<file path="src/rtl/latch_reg_bank.sv">
// Multi-entry register bank: one write port, two registered read ports,
// optional hardwired-zero entry 0 and optional write-to-read forwarding.
module latch_reg_bank #(
  parameter int WIDTH    = 32,
  parameter int DEPTH    = 32,
  parameter int ZERO_REG = 1,
  parameter int BYPASS   = 1,
  localparam int AW      = $clog2(DEPTH)
) (
  input  logic             CLK,
  input  logic             RST,
  input  logic             WE,
  input  logic [AW-1:0]    WADDR,
  input  logic [WIDTH-1:0] WDATA,
  input  logic             RE_A,
  input  logic [AW-1:0]    RADDR_A,
  input  logic             RE_B,
  input  logic [AW-1:0]    RADDR_B,
  output logic [WIDTH-1:0] RDATA_A,
  output logic [WIDTH-1:0] RDATA_B
);

  // One extra bit so DEPTH itself is representable for the range compare.
  localparam logic [AW:0] DEPTH_L = (AW+1)'(DEPTH);

  logic [WIDTH-1:0] mem [DEPTH];

  function automatic logic in_range(input logic [AW-1:0] addr);
    return {1'b0, addr} < DEPTH_L;
  endfunction

  function automatic logic is_zero_entry(input logic [AW-1:0] addr);
    return (ZERO_REG != 0) && (addr == '0);
  endfunction

  logic write_ok;
  assign write_ok = WE && in_range(WADDR) && !is_zero_entry(WADDR);

  // Read sees the pre-edge entry unless forwarding picks up this edge's write.
  function automatic logic [WIDTH-1:0] read_val(input logic [AW-1:0] addr);
    if (!in_range(addr))
      return '0;
    if (is_zero_entry(addr))
      return '0;
    if ((BYPASS != 0) && WE && (WADDR == addr))
      return WDATA;
    return mem[addr];
  endfunction

  always_ff @(posedge CLK) begin
    if (RST) begin
      for (int i = 0; i < DEPTH; i++)
        mem[i] <= '0;
      RDATA_A <= '0;
      RDATA_B <= '0;
    end else begin
      if (write_ok)
        mem[WADDR] <= WDATA;
      if (RE_A)
        RDATA_A <= read_val(RADDR_A);
      if (RE_B)
        RDATA_B <= read_val(RADDR_B);
    end
  end

endmodule
</file>
<file path="config.mk">
export PLATFORM = sky130hd
export DESIGN_NAME = latch_reg_bank
export DESIGN_NICKNAME = d
export VERILOG_FILES = /design/src/rtl/latch_reg_bank.sv
export SDC_FILE = /design/constraint.sdc
export NUM_CORES = 2
export LEC_CHECK = 0
export BUFFER_PORTS_ARGS = -buffer_cell sky130_fd_sc_hd__buf_4
export CAP_MARGIN = 20
export CORE_MARGIN = 5
export CORE_UTILIZATION = 35
export DETAILED_ROUTE_END_ITERATION = 8
export PLACE_DENSITY = 0.59
export RECOVER_POWER = 100
export SYNTH_ARGS = -nofsm -noshare
export SYNTH_HDL_FRONTEND = slang
export SYNTH_SLANG_ARGS = --single-unit
</file>
<file path="constraint.sdc">
create_clock -name CLK -period 3.25 [get_ports CLK]
set_input_delay 0.4875 -clock CLK [delete_from_list [all_inputs] [get_ports CLK]]
set_output_delay 0.4875 -clock CLK [all_outputs]
set_load 0.02 [all_outputs]
</file>
==> results.md <==
* Commonest non-fill, non-tap cell in the layout: edfxtp_1
* Seq/Total Area, Yosys at approximately 56%
* H-tree depth at 3
* Drt pass-1 iters at 6
* Insertion delay to the later sink of the worst-skew pair at 0.77 ns
* Run status: complete, but fails checks
* Clk buf depth at 3
* Ys flop type: edfxtp_1
* Final Wtd Congestion at between 0.8 and 0.9
* Layout Area Growth over Synthesis at 13.76%
* Worst setup SP type: primary input
* Fin. max-slew vios at approximately 380
* Tmin final at between 2 and 3 ns
* DRC viols at 0
* Worst EP arrival at between 3 and 4 ns
* Hold crit path type: in2reg
* Die Area at about 170000 µm²
* DR vias at 38034
* First-pass GRT wire length at 305900 µm
* Gr usage total at between 20 and 30%
* Hold path start: RST
* Reg2reg start: mem[31][25]
* CTS tree: yes
* Slew @ Worst Pin at between 2 and 2.5 ns
* # rows at around 150
* Hold slack at 0.1885 ns
* Register-to-register setup slack at a little under 1 ns
* Root buf cell: clkbuf_16
* Cells after synthesis at between 3000 and 4000
* Yosys Warn Count at 0
* CTS clock-pin slew for the worst setup and hold paths at around 0.06 ns
* Achievable Freq at roughly 360 MHz
* Initial DRC Count at 5874
* Initial core utilization at between 30% and 40%
* Final Hold Fails at 0
* Util after Layout at between 40% and 50%
* Failing checks: capacitance limit, slew limit
* Count of different cell masters after synthesis at between 40 and 50
* Critical path class: in2reg
* Synth area leaders: edfxtp_1, mux4_2, and2_1, dfxtp_1, mux2i_1
* Final setup viols at 0
* Area share of the largest cell type after synthesis at 54.17%
* Core box area at 160900 µm²
* Vias in the first global route at 37591
* Hold_buf cts at 0
* Total wire length at 221500 µm
* Fillers at 14709
* Final-stage net count at about 4000
* Synth area leader: edfxtp_1
* Die width at 412.7 µm
* Hold Path Cell Cnt at 1
* Headroom to the max-slew limit at -47.25%
* FF-to-FF End: RDATA_A[25]
* Clock skew at approximately 0.027 ns
* Setup TNS at 0 ns
* Final worst-path cycle share at 85.34%
* RSZ-0062 raised after global routing: false
* Largest net degree at the start of global routing at between 70 and 80
* Max-cap violations at 17
* Dpl hpwl at approximately 130000 µm
* Initial antenna violation count at 22
* Commonest cells after routing, fill and taps aside: edfxtp_1, and2_1, mux4_2
* Total CTS buffers at between 100 and 150
* Leak at 0.02186 µW
* Hold worst-path end: mem[0][0]
* Cell area after synthesis at between 50000 and 60000 µm²
* Die Y at around 410 µm
* Port Buffers at around 120
* Post-CTS setup buffer count at 0
* Drt wl/cell at between 30 and 40 µm
* Number of synthesized flops with an enable pin at 1024
* Clock Sinks at 1088
* Vias/cell at approximately 6.1
* Boundary Pins at around 120
* Grt ovf at 0
* Worst-path maximum fanout at 18
* Share of layout cells above drive strength 1 at 23.75%
* Synth Register Bits at between 1000 and 1500
* Crit end category: register
* Post-synth ARST share at 0%
* VDD IR max at roughly 0.00041 V
* Syn Area/Cell at 14.74 µm²
* R2R depth at 5
* CP required at 3.86 ns
* Pwr dens at 532.2 nW/µm²
* Post-CTS sizing at 0
* Antenna Nets Post-Route at 0
* Total Power at ~34000 µW
## layer usage
metal	vias to the layer above	routed length, µm	track usage (%)
li1	15056	-	-
met1	19856	84410	34.49
met2	2584	100100	39.63
met3	534	25170	6.018
met4	4	11680	11.36
met5	-	120	0.4885
## area by class of cell
class | instances | area, µm² | share of cell area (%)
diodes | 7 | 17.52 | 0.02712
clock inverters | 60 | 510.5 | 0.7905
clock buffers | 165 | 3339 | 5.171
multi-input cells | 2375 | 23220 | 35.96
inverters | 4 | 17.52 | 0.02712
well taps | 2160 | 2703 | 4.185
repair buffers | 338 | 2735 | 4.235
flip-flops and latches | 1088 | 32030 | 49.60
## how the worst max path moves through the flow
stage / startpoint / depth (start not counted) / slack [ns] / endpoint
floorplan: RADDR_B[2] / 7 / 0.90 / RDATA_B[11]
global placement: RADDR_A[0] / 7 / 0.23 / RDATA_A[15]
detailed placement: RADDR_A[0] / 7 / 0.25 / RDATA_A[15]
CTS: RADDR_A[0] / 7 / 1.04 / RDATA_A[15]
global route: RST / 8 / 0.49 / mem[6][20]
finish: RST / 8 / 0.48 / mem[6][19]
## cells in the mapped netlist, drive strengths merged (2+ instances only)
cell and count:
o211a 2, or2 32, a2111o 32, and2 994
a22o 32, mux4 461, mux2i 128, o211ai 32
and3 19, nand3b 4, nor2 38, nand2b 2
inv 4, nand4 2, nor2b 23, o21ai 111
edfxtp 1024, buf 111, nor4 19, dfxtp 64
o22ai 19, a211oi 19, nand2 70, a22oi 109
nor3 3, a221oi 64, xnor2 10, clkbuf 304
a221o 19, a21oi 90, or3b 2
## critical path, cell delays in order
cell and delay (ns):
buf_4 0.24, nand2b_1 0.22, nor2_1 0.16, nand2_1 0.15
clkbuf_1 0.39, nor2_4 0.22, clkbuf_1 1.23, and2_1 0.25
## through the flow
| stage | area (µm²) | setup slack (ns) | std cells |
|---|---|---|---|
| 2_1_floorplan | 56880 | 0.8972 | 3882 |
| 3_3_place_gp | 61510 | 0.2259 | 5965 |
| 3_5_place_dp | 61510 | 0.2496 | 5965 |
| 4_1_cts | 65360 | 1.041 | 6190 |
| 5_1_grt | 64570 | 0.4935 | 6194 |
| 6_report | 64580 | 0.4764 | 6197 |
## flip-flops by register name, indices dropped and copies added (netlist names)
name	count
RDATA_A	32
RDATA_B	32
mem	1024
## power breakdown
part,switching [µW],internal (µW)
Combinational,2460,1630
Sequential,541,16100
Clock,5950,7650
Total,8950,25400
## kinds of logic after synthesis
family                 Yosys count  synth area share [%]
flip-flops                    1088                 56.43
other                            1              0.006606
buffers and inverters          419                 3.302
multiplexers                   589                 20.55
AO/OA/AOI/OAI                  532                 6.652
XOR/XNOR                        10                0.1543
AND/OR/NAND/NOR               1212                 12.91
Note: power is estimated with default switching activity, not from simulation.
